==> src/rtl/button_conditioner.sv <==
// Purpose : two-flop synchronise, tick-based debounce, press/release edge events
//           and hold/auto-repeat events for the die-select buttons.
// Latency : raw edge -> btn_deb after 2 clk + DEB_SAMPLES ticks; pulses 1 clk after btn_deb.
// Backpr. : none; every event is a single-cycle pulse that the consumer must take.
//
// Ports:
//   clk, rst       system clock, synchronous active-high reset
//   tick           one-cycle sample strobe from the shared prescaler
//   btn_raw        asynchronous raw buttons (active-high)
//   btn_deb        debounced levels
//   any_held       registered OR of the debounced levels
//   press_pulse    any debounced bit rose; press_code = lowest rising index,
//                  press_mask = all rising bits
//   release_pulse  debounced set went from nonzero to empty
//   hold_pulse     first hold event and each auto-repeat while held
module button_conditioner #(
  parameter int NBTN         = 7,
  parameter int DEB_SAMPLES  = 4,
  parameter int HOLD_TICKS   = 16,
  parameter int REPEAT_TICKS = 4
) (
  input  logic            clk,
  input  logic            rst,
  input  logic            tick,
  input  logic [NBTN-1:0] btn_raw,
  output logic [NBTN-1:0] btn_deb,
  output logic            any_held,
  output logic            press_pulse,
  output logic [2:0]      press_code,
  output logic [NBTN-1:0] press_mask,
  output logic            release_pulse,
  output logic            hold_pulse
);

  localparam int CW = $clog2(DEB_SAMPLES + 1);

  typedef enum logic [1:0] {IDLE, PRESSED, HELD} state_t;

  logic [NBTN-1:0] sync1, sync2;
  logic [NBTN-1:0] deb_nxt;
  logic [NBTN-1:0] btn_deb_d;
  logic [NBTN-1:0] rise;
  logic [CW-1:0]   cnt     [NBTN];
  logic [CW-1:0]   cnt_nxt [NBTN];
  logic [2:0]      code_nxt;

  state_t          state, state_nxt;
  logic [7:0]      hold_cnt, hold_cnt_nxt;
  logic            hold_fire;

  // Per-bit debounce: any sample that agrees with the current level restarts the count.
  always_comb begin
    for (int i = 0; i < NBTN; i++) begin
      deb_nxt[i] = btn_deb[i];
      cnt_nxt[i] = cnt[i];
      if (tick) begin
        if (sync2[i] != btn_deb[i]) begin
          if (cnt[i] + 1'b1 == CW'(DEB_SAMPLES)) begin
            deb_nxt[i] = ~btn_deb[i];
            cnt_nxt[i] = '0;
          end else begin
            cnt_nxt[i] = cnt[i] + 1'b1;
          end
        end else begin
          cnt_nxt[i] = '0;
        end
      end
    end
  end

  assign rise = btn_deb & ~btn_deb_d;

  // Lowest set index wins; scanning downward leaves the lowest one last.
  always_comb begin
    code_nxt = press_code;
    for (int i = NBTN - 1; i >= 0; i--) begin
      if (rise[i]) code_nxt = 3'(i);
    end
  end

  // Hold FSM. Release is judged on the level btn_deb takes at this edge, so a
  // release landing on the same tick as a hold/repeat event suppresses it.
  always_comb begin
    state_nxt    = state;
    hold_cnt_nxt = hold_cnt;
    hold_fire    = 1'b0;
    if (deb_nxt == '0) begin
      state_nxt    = IDLE;
      hold_cnt_nxt = '0;
    end else if (press_pulse) begin
      state_nxt    = PRESSED;
      hold_cnt_nxt = '0;
    end else begin
      case (state)
        PRESSED: begin
          if (tick) begin
            if (hold_cnt + 8'd1 == 8'(HOLD_TICKS)) begin
              state_nxt    = HELD;
              hold_cnt_nxt = '0;
              hold_fire    = 1'b1;
            end else begin
              hold_cnt_nxt = hold_cnt + 8'd1;
            end
          end
        end
        HELD: begin
          if (tick) begin
            if (hold_cnt + 8'd1 == 8'(REPEAT_TICKS)) begin
              hold_cnt_nxt = '0;
              hold_fire    = 1'b1;
            end else begin
              hold_cnt_nxt = hold_cnt + 8'd1;
            end
          end
        end
        default: begin
          state_nxt    = IDLE;
          hold_cnt_nxt = '0;
        end
      endcase
    end
  end

  always_ff @(posedge clk) begin
    if (rst) begin
      sync1         <= '0;
      sync2         <= '0;
      btn_deb       <= '0;
      btn_deb_d     <= '0;
      for (int i = 0; i < NBTN; i++) cnt[i] <= '0;
      any_held      <= 1'b0;
      press_pulse   <= 1'b0;
      press_code    <= 3'd0;
      press_mask    <= '0;
      release_pulse <= 1'b0;
      hold_pulse    <= 1'b0;
      state         <= IDLE;
      hold_cnt      <= '0;
    end else begin
      sync1         <= btn_raw;
      sync2         <= sync1;
      btn_deb       <= deb_nxt;
      btn_deb_d     <= btn_deb;
      for (int i = 0; i < NBTN; i++) cnt[i] <= cnt_nxt[i];
      any_held      <= |btn_deb;
      press_pulse   <= |rise;
      press_code    <= code_nxt;
      press_mask    <= rise;
      release_pulse <= (btn_deb_d != '0) && (btn_deb == '0);
      hold_pulse    <= hold_fire;
      state         <= state_nxt;
      hold_cnt      <= hold_cnt_nxt;
    end
  end

endmodule

==> config.mk <==
export PLATFORM = sky130hd
export DESIGN_NAME = button_conditioner
export DESIGN_NICKNAME = d
export VERILOG_FILES = /design/src/rtl/button_conditioner.sv
export SDC_FILE = /design/constraint.sdc
export NUM_CORES = 1
export LEC_CHECK = 0
export ABC_AREA = 1
export ABC_CLOCK_PERIOD_IN_PS = 4000
export CAP_MARGIN = 20
export CORE_ASPECT_RATIO = 0.75
export CORE_UTILIZATION = 61
export CTS_BUF_LIST = sky130_fd_sc_hd__clkbuf_16
export CTS_CLUSTER_DIAMETER = 120
export DETAILED_ROUTE_END_ITERATION = 16
export PLACE_DENSITY_LB_ADDON = 0.25
export SLEW_MARGIN = 20
export SYNTH_ARGS = -nofsm -noshare
export SYNTH_HDL_FRONTEND = slang
export SYNTH_SLANG_ARGS = --single-unit
==> constraint.sdc <==
create_clock -name clk -period 4 [get_ports clk]
set_input_delay 0.8 -clock clk [delete_from_list [all_inputs] [get_ports clk]]
set_output_delay 0.8 -clock clk [all_outputs]
set_load 0.01 [all_outputs]
==> results.json, run 1 <==
{
  "io_pins": 31,
  "r2r_end": "hold_cnt[7]$_SDFFE_PP0P_",
  "worst_pin_slew_ps": 597,
  "area.growth.synth_to_final_pct": 18.6,
  "post_cts_buffers": 0,
  "async_flop_share": 0,
  "outcome": "finished, final reports clean",
  "cts_sinks": 73,
  "critPathKind": "primary input to register",
  "p_int_mw": 1.17,
  "first_pass_iters": 5,
  "maxCapViolCount": 0,
  "grtUsageTotal": 0.266,
  "worst_clock_skew_ps": 3.73,
  "cts_tree": "built",
  "cp-end-kind": "register",
  "min_period_ps": 2660,
  "rsz0062_at_grt": "no",
  "syn_area_um2": 3260,
  "netSwitchingPower_mw": 0.325,
  "holdPathEnd": "sync2[5]$_SDFF_PP0_",
  "timing.fmax_mhz": 376,
  "synth_fp_nets": 455,
  "grt_max_degree": 51,
  "drc": 0,
  "worst-path-max-fanout": 31,
  "antenna_found_initial": 0,
  "ir_worst_vdd_mv": 0.270,
  "via_per_inst": 5.11,
  "ant_nets": 0,
  "cts_resized": 0,
  "initial_core_util": 0.650,
  "r2r-start": "cnt[2][0]$_SDFFE_PP0P_",
  "r2r_slack_ps": 2130,
  "core_um2": 5010,
  "die_x_um": 86.4,
  "grt_pass1_vias": 2619,
  "dieArea_um2": 5640,
  "clockBufferDepth": 2,
  "place_congestion": 0.827,
  "routedWlPerCell_um": 12.5,
  "final_util": 0.771,
  "dp_hpwl_um": 4570,
  "clk_latency_ps": 330,
  "clkPwrFrac": 0.456,
  "clockRootBuffer": "clkbuf_16",
  "dpl.cell_count": 517,
  "finalCritPeriodShare": 0.665,
  "grt_overflow": 0,
  "ys_ff_latch": 73,
  "fp.dieH_um": 65.3,
  "yosysWarnings": 0,
  "crit_required_ps": 4230,
  "holdCritPathClass": "register to register",
  "n_antenna_cell": 0,
  "seq_area_um2": 1460,
  "num_vias": 2720,
  "ys_seq_area_frac": 0.449,
  "grt_pass1_wl_um": 11400,
  "swShare": 0.217,
  "hold_start": "sync1[5]$_SDFF_PP0_",
  "hold_buffers": 0,
  "cts_buffers": 9,
  "syn_inst": 424,
  "rows": 22,
  "p_leak_nw": 1.71,
  "syn_avg_cell_area_um2": 7.68,
  "drv_slew": 0,
  "fillerInstances": 386,
  "drive_gt1_frac": 0.0804,
  "combPwrFrac": 0.042,
  "yosysUniqueCellTypes": 36,
  "layout.nets": 487,
  "setup_viol": 0,
  "numPortBuffers": 30,
  "drt_wl_total_um": 6640,
  "tns_ps": 0,
  "holdPathStages": 2,
  "final_cells": 532,
  "ys.flop_type": "dfxtp_1",
  "cp.arrival_ps": 2890,
  "hold_violations": 0,
  "start_kind": "primary input",
  "p_seq_frac": 0.502,
  "htree_levels": 3,
  "power.density_nw_per_um2": 388,
  "multi_input_area_um2": 1520,
  "worst_r2r_path_depth": 13,
  "drtIter0Drc": 154,
  "slew_headroom": 0.601,
  "clk_pin_slew_worst_paths_ps": 50,
  "synth-edff-count": 0
}
cells in the mapped netlist (3+ instances only):
master    instances  area (um^2)
clkbuf_1          8         30.0
or2_2             3         18.8
a211oi_1          3         22.5
a21oi_1          30          150
ha_1             21          263
inv_1            61          229
dfxtp_1          73         1460
nand3_1          15         75.1
xor2_1            7         61.3
nand4_1           3         18.8
nand2_2           6         37.5
nor2_1           66          248
nand3b_1          4         30.0
nor4_1            3         18.8
nor3_1            7         35.0
o21ai_0          18         90.1
nand2_1          72          270
per-stage QoR:
stage | power [mW] | cell area [um^2] | setup WS (ps) | hold WS (ps)
finish | 1.50 | 3860 | 1340 | 401
floorplan | 0.808 | 3260 | 2240 | 388
detailed placement | 0.831 | 3610 | 1070 | 392
global route | 1.55 | 3860 | 1140 | 433
CTS | 1.51 | 3860 | 1350 | 403
global placement | 0.828 | 3610 | 1220 | 392
sequential cells by signal (all words and copies together) (netlist names):
name and flops:
cnt 21, hold_cnt 8, btn_deb 7, btn_deb_d 7, press_mask 7, sync1 7
sync2 7, press_code 3, state 2, any_held 1, hold_pulse 1, press_pulse 1
release_pulse 1
cells by family (layout without fill, tap and decap cells):
family | after synthesis | after routing | share of synthesized area
compound gates | 60 | 60 | 0.104
xor+xnor | 9 | 9 | 0.0242
fa+ha+maj | 21 | 21 | 0.0807
buf+inv | 73 | 109 | 0.0857
flops | 73 | 73 | 0.449
simple gates | 188 | 188 | 0.257
how the worst max path moves through the flow:
stage                     slack [ps]  startpoint                  endpoint
after detailed placement        1070        tick  hold_cnt[7]$_SDFFE_PP0P_
after CTS                       1350        tick  hold_cnt[7]$_SDFFE_PP0P_
after global routing            1140        tick  hold_cnt[7]$_SDFFE_PP0P_
after floorplan                 2240        tick  hold_cnt[6]$_SDFFE_PP0P_
final                           1340        tick  hold_cnt[7]$_SDFFE_PP0P_
after global placement          1220        tick  hold_cnt[6]$_SDFFE_PP0P_
layout by cell type, fill, tap and decap left out, types with 4 or more instances in the layout:
cell type / synthesis / routed
nand2_1: 72 / 72
clkbuf_16: 0 / 9
nand3_1: 15 / 15
o21ai_0: 18 / 18
inv_1: 61 / 62
xor2_1: 7 / 7
nor3_1: 7 / 7
clkinv_2: 0 / 4
dfxtp_1: 73 / 73
nor2_1: 66 / 66
nand2_2: 6 / 6
ha_1: 21 / 21
nand3b_1: 4 / 4
a21oi_1: 30 / 30
clkdlybuf4s50_1: 0 / 29
critical path, cell delays in order:
cell and delay (ps):
clkdlybuf4s50_1 450, buf_4 280, inv_1 340, nor2_1 280, nand2_1 80, o21ai_0 140, nand2_1 90, inv_1 80
nand2_2 80, nand2_4 130, inv_2 50, nand2_1 50, inv_1 30
power by group through the flow:
stage               Clock [mW]  Sequential [mW]  Combinational [mW]
floorplan                    0            0.766              0.0424
global placement             0            0.767              0.0608
detailed placement           0            0.767              0.0635
CTS                      0.691            0.752              0.0640
global route             0.722            0.754              0.0731
finish                   0.683            0.752              0.0636
cell type report:
| class | count | share of cell area |
|---|---|---|
| clock inverter | 6 | 0.00712 |
| tap | 72 | 0.0233 |
| multi-input combinational | 278 | 0.392 |
| timing repair buffer | 32 | 0.0803 |
| clock buffer | 9 | 0.0583 |
| sequential | 73 | 0.378 |
| inverter | 62 | 0.0602 |
routing by layer:
layer / part of all wire / global-route usage / vias up
met5: 0 / 0 / -
met4: 0.014 / 0.110 / 0
met3: 0.050 / 0.0779 / 12
met2: 0.49 / 0.458 / 76
met1: 0.45 / 0.311 / 1236
li1: - / - / 1396
No activity file was read; power rests on OpenSTA's default activity.
==> run 2, diff against run 1 <==
--- a/config.mk
+++ b/config.mk
@@ -6,10 +6,10 @@
 export NUM_CORES = 1
 export LEC_CHECK = 0
 export ABC_AREA = 1
-export ABC_CLOCK_PERIOD_IN_PS = 4000
+export ABC_CLOCK_PERIOD_IN_PS = 2350
 export CAP_MARGIN = 20
 export CORE_ASPECT_RATIO = 0.75
-export CORE_UTILIZATION = 61
+export CORE_UTILIZATION = 51
 export CTS_BUF_LIST = sky130_fd_sc_hd__clkbuf_16
 export CTS_CLUSTER_DIAMETER = 120
 export DETAILED_ROUTE_END_ITERATION = 16
==> constraint.sdc (replaced) <==
create_clock -name clk -period 2.35 [get_ports clk]
set_input_delay 0.47 -clock clk [delete_from_list [all_inputs] [get_ports clk]]
set_output_delay 0.47 -clock clk [all_outputs]
set_load 0.01 [all_outputs]
==> run 2 against run 1 <==
  * Routed wire length increased by 0.42%
  * Setup slack got worse by 840 ps
  * Register-to-register slack got worse by 1600 ps
  * Clock skew increased by 0.58 ps
  * Critical path type unchanged
  * Largest cell class unchanged
  * Largest power group is now clock
==> results.json, run 2 (synthesis gave the netlist of run 1 again) <==
{
  "drtIter0Drc": 153,
  "post_cts_buffers": 0,
  "dp_slack_ps": 184,
  "cts_buffers": 9,
  "worst-path-max-fanout": 8,
  "start_kind": "primary input",
  "hold_violations": 0,
  "worst_pin_slew_ps": 453,
  "cp-end-kind": "register",
  "min_period_ps": 1850,
  "first_pass_iters": 4,
  "grt_max_degree": 27,
  "area.growth.synth_to_final_pct": 21.8,
  "clockRootBuffer": "clkbuf_16",
  "die_x_um": 94.3,
  "power.density_nw_per_um2": 713,
  "grt_overflow": 0,
  "num_vias": 2662,
  "regMostFlops": "cnt",
  "hold_buffers": 0,
  "rsz0062_at_grt": "no",
  "io_pins": 31,
  "rows": 24,
  "drv_slew": 0,
  "clk_pin_slew_worst_paths_ps": 60,
  "drive_gt1_frac": 0.0925,
  "final_common_cell": "dfxtp_1",
  "placed_area_um2": 3650,
  "via_per_inst": 4.90,
  "layout.nets": 491,
  "place_congestion": 0.818,
  "htree_levels": 3,
  "cts_sinks": 73,
  "cts_resized": 0,
  "top_regs": "cnt (21), hold_cnt (8)",
  "n_antenna_cell": 0,
  "grtUsageTotal": 0.227,
  "initial_core_util": 0.545,
  "drc": 0,
  "cp.arrival_ps": 2080,
  "fp.dieH_um": 71.2,
  "ant_nets": 0,
  "tns_ps": 0,
  "largest_reg_flops": 21,
  "critPathKind": "primary input to register",
  "finalCritPeriodShare": 0.787,
  "setup_viol": 0,
  "final_area_um2": 3970,
  "p_leak_nw": 1.75,
  "grt_pass1_wl_um": 11600,
  "total_power_mw": 2.83,
  "final_util": 0.664,
  "timing.fmax_mhz": 540,
  "core_um2": 5980,
  "fin_ws_ps": 500,
  "worst_clock_skew_ps": 4.30,
  "drt_wl_total_um": 6670,
  "dieArea_um2": 6710,
  "final_cells": 543,
  "holdWs_ps": 403,
  "outcome": "finished, final reports clean",
  "ir_worst_vdd_mv": 0.535,
  "numPortBuffers": 30,
  "slew_headroom": 0.697,
  "dpl.cell_count": 527,
  "holdCritPathClass": "register to register",
  "grt_pass1_vias": 2544,
  "antenna_found_initial": 0,
  "layout_common_cells": "73 x dfxtp_1, 72 x nand2_1, 66 x nor2_1",
  "clockBufferDepth": 2,
  "dp_hpwl_um": 4900,
  "cts_tree": "built",
  "crit_required_ps": 2580,
  "routedWlPerCell_um": 12.3,
  "maxCapViolCount": 0,
  "clk_latency_ps": 330
}
-- run 2: where the power goes --
part | switching (mW) | internal, mW
clock | 0.507 | 0.928
combinational | 0.0684 | 0.0463
sequential | 0.0154 | 1.26
-- run 2: final timing paths --
| kind | end | cells past startpoint | start | slack (ps) |
|---|---|---|---|---|
| max reg2reg | hold_cnt[7]$_SDFFE_PP0P_ | 13 | cnt[4][0]$_SDFFE_PP0P_ | 510 |
| min | sync2[5]$_SDFF_PP0_ | 2 | sync1[5]$_SDFF_PP0_ | 400 |
| min reg2reg | sync2[5]$_SDFF_PP0_ | 2 | sync1[5]$_SDFF_PP0_ | 400 |
| max | hold_cnt[7]$_SDFFE_PP0P_ | 12 | tick | 500 |
-- run 2: worst max-delay path, stage by stage --
cell and delay (ps):
clkdlybuf4s50_1 580, nand2_1 110, o21ai_0 240, nand2_1 90, nor2_1 130, nand2_1 60
inv_1 60, nand2_2 90, nand2_4 120, inv_2 50, nand2_1 50, inv_1 40
-- run 2: area by class of cell --
cell class,count,area (um^2)
Fill cell,484,2010
Multi-Input combinational cell,278,1520
Sequential cell,73,1460
Timing Repair Buffer,36,340
Inverter,62,233
Clock buffer,9,225
Tap cell,78,97.6
Clock inverter,7,93.8
-- run 2: per-layer routing --
| metal | track usage | vias up | part of all wire |
|---|---|---|---|
| met5 | 0 | - | 0 |
| met4 | 0.0581 | 0 | 0.0093 |
| met2 | 0.340 | 51 | 0.43 |
| li1 | - | 1416 | - |
| met1 | 0.314 | 1188 | 0.51 |
| met3 | 0.0742 | 7 | 0.046 |
==> run 3, diff against run 2 <==
--- a/config.mk
+++ b/config.mk
@@ -6,10 +6,10 @@
 export NUM_CORES = 1
 export LEC_CHECK = 0
 export ABC_AREA = 1
-export ABC_CLOCK_PERIOD_IN_PS = 2350
+export ABC_CLOCK_PERIOD_IN_PS = 1800
 export CAP_MARGIN = 20
 export CORE_ASPECT_RATIO = 0.75
-export CORE_UTILIZATION = 51
+export CORE_UTILIZATION = 57
 export CTS_BUF_LIST = sky130_fd_sc_hd__clkbuf_16
 export CTS_CLUSTER_DIAMETER = 120
 export DETAILED_ROUTE_END_ITERATION = 16
==> constraint.sdc (replaced) <==
create_clock -name clk -period 1.8 [get_ports clk]
set_input_delay 0.36 -clock clk [delete_from_list [all_inputs] [get_ports clk]]
set_output_delay 0.36 -clock clk [all_outputs]
set_load 0.01 [all_outputs]
==> run 3 against run 2 <==
  * Flip-flop and latch count is the same
  * Sequential share of layout area shrank 2.3 points
  * Cell count grew 3.1%
  * Utilization grew 13 points
  * Register-to-register slack lost 420 ps
  * Final area grew 7.7%
  * Clock power grew 36%
  * Power grew 34%
  * Largest power group unchanged
  * Setup slack lost 410 ps
  * Global-route usage grew 3.5 points
  * Via count grew 8.6%
  * Hold slack lost 6.2 ps
==> results.json, run 3 (synthesis gave the netlist of run 1 again) <==
{
  "power.density_nw_per_um2": 888,
  "fillerInstances": 377,
  "maxCapViolCount": 0,
  "final_common_cell": "nand2_1",
  "rows": 23,
  "grt_max_degree": 49,
  "numPortBuffers": 30,
  "drtIter0Drc": 196,
  "placed_area_um2": 3760,
  "largest_reg_flops": 21,
  "final_area_um2": 4270,
  "critPathBufInv": 1,
  "grt_pass1_wl_um": 11700,
  "first_pass_iters": 4,
  "num_vias": 2890,
  "regMostFlops": "cnt",
  "combPwrFrac": 0.047,
  "rsz0062_at_grt": "yes",
  "clkPwrFrac": 0.511,
  "clk_pin_slew_worst_paths_ps": 60,
  "top_regs": "cnt (21), hold_cnt (8)",
  "place_congestion": 0.825,
  "critPathKind": "register to primary output",
  "drv_slew": 0,
  "clockRootBuffer": "clkbuf_16",
  "slew_headroom": 0.665,
  "fp.dieH_um": 67.5,
  "htree_levels": 3,
  "worst-path-max-fanout": 5,
  "core_um2": 5410,
  "drt_wl_total_um": 7570,
  "dp_hpwl_um": 4900,
  "cts_buffers": 9,
  "layout_common_cells": "66 x nand2_1, 65 x nor2_1, 63 x dfxtp_1",
  "final_cells": 560,
  "crit_required_ps": 1440,
  "grtUsageTotal": 0.261,
  "cts_tree": "built",
  "seq_area_um2": 1480,
  "path_delay_family": "buffers and inverters",
  "drive_gt1_frac": 0.210,
  "cp-end-kind": "primary output",
  "area.growth.synth_to_final_pct": 31.2,
  "holdCritPathClass": "primary input to register",
  "crit_path_cell_trace": "clkdlybuf4s50_1",
  "routedWlPerCell_um": 13.5,
  "worst_clock_skew_ps": 8.98,
  "holdWs_ps": 397,
  "ant_nets": 0,
  "grt_overflow": 0,
  "layout.nets": 511,
  "finalCritPeriodShare": 0.951,
  "grt_pass1_vias": 2684,
  "netSwitchingPower_mw": 0.838,
  "antenna_found_initial": 0,
  "ir_worst_vdd_mv": 0.635,
  "die_x_um": 89.3,
  "p_leak_nw": 1.85,
  "io_pins": 31,
  "clk_latency_ps": 340,
  "worst_pin_slew_ps": 498,
  "p_int_mw": 2.96,
  "via_per_inst": 5.16,
  "final_util": 0.790,
  "setup_viol": 0,
  "n_antenna_cell": 0,
  "swShare": 0.221,
  "initial_core_util": 0.602,
  "outcome": "finished, final reports clean",
  "drc": 0,
  "hold_violations": 0,
  "min_period_ps": 1710,
  "r2r_slack_ps": 90,
  "multi_input_area_um2": 1650,
  "dpl.cell_count": 540,
  "clockBufferDepth": 2,
  "slowest_delay_ps": 580,
  "start_kind": "register",
  "cp.arrival_ps": 1350,
  "cts_sinks": 73,
  "critPathSlowestCell": "clkdlybuf4s50_1",
  "timing.fmax_mhz": 584,
  "p_seq_frac": 0.442,
  "dieArea_um2": 6020
}
==> run 3: area by class of cell <==
| cell class | count | area share |
|---|---|---|
| clock inverter | 7 | 0.0234 |
| inverter | 62 | 0.0545 |
| sequential | 73 | 0.346 |
| clock buffer | 9 | 0.0527 |
| tap | 75 | 0.0220 |
| multi-input combinational | 278 | 0.387 |
| timing repair buffer | 56 | 0.115 |
==> run 3: layer usage <==
layer,vias up,share of wire,GRT usage
met5,-,0,0
met1,1342,0.43,0.319
met3,18,0.055,0.0587
met2,86,0.49,0.446
met4,0,0.022,0.113
li1,1444,-,-
==> run 3: worst paths after layout <==
path / startpoint / depth (start not counted) / end
max: btn_deb[0]$_SDFF_PP0_ / 1 / btn_deb[0]
min: rst / 4 / state[1]$_SDFFE_PP0P_
max reg2reg: cnt[0][0]$_SDFFE_PP0P_ / 14 / hold_cnt[7]$_SDFFE_PP0P_
min reg2reg: sync1[0]$_SDFF_PP0_ / 2 / sync2[0]$_SDFF_PP0_
==> run 3: worst register-to-register path, cell delays in order (launching register included) <==
cell     delay, ps
dfxtp_2        330
ha_2           190
ha_2           170
nand2_1         90
nand2_1         80
o21ai_2         80
nand2_1        100
nor2_1         110
nand2_1         70
inv_1           70
nand2_2         80
nand2_4        120
inv_2           50
nand2_1         50
inv_1           30
==> run 3: power groups by stage <==
stage	clock network [mW]	logic [mW]	registers [mW]
2_1_floorplan	0	0.0942	1.70
3_3_place_gp	0	0.154	1.70
3_5_place_dp	0	0.160	1.71
4_1_cts	1.95	0.164	1.67
5_1_grt	2.04	0.198	1.68
6_report	1.94	0.179	1.68
==> run 3: metrics by stage <==
stage               total power [mW]  worst slack, ps  TNS [ps]
floorplan                       1.80              273         0
global placement                1.86             -180     -1300
detailed placement              1.87             -230     -2110
CTS                             3.79             26.0         0
global route                    3.92            -36.5     -48.1
finish                          3.79             88.4         0
==> run 3: what timing repair did <==
action,CTS,global route
setup endpoints to repair,3,11
hold buffers,0,0
gates resized for setup,2,48
setup buffers,0,4
endpoints found under the hold margin,0,0
pin swaps,0,8
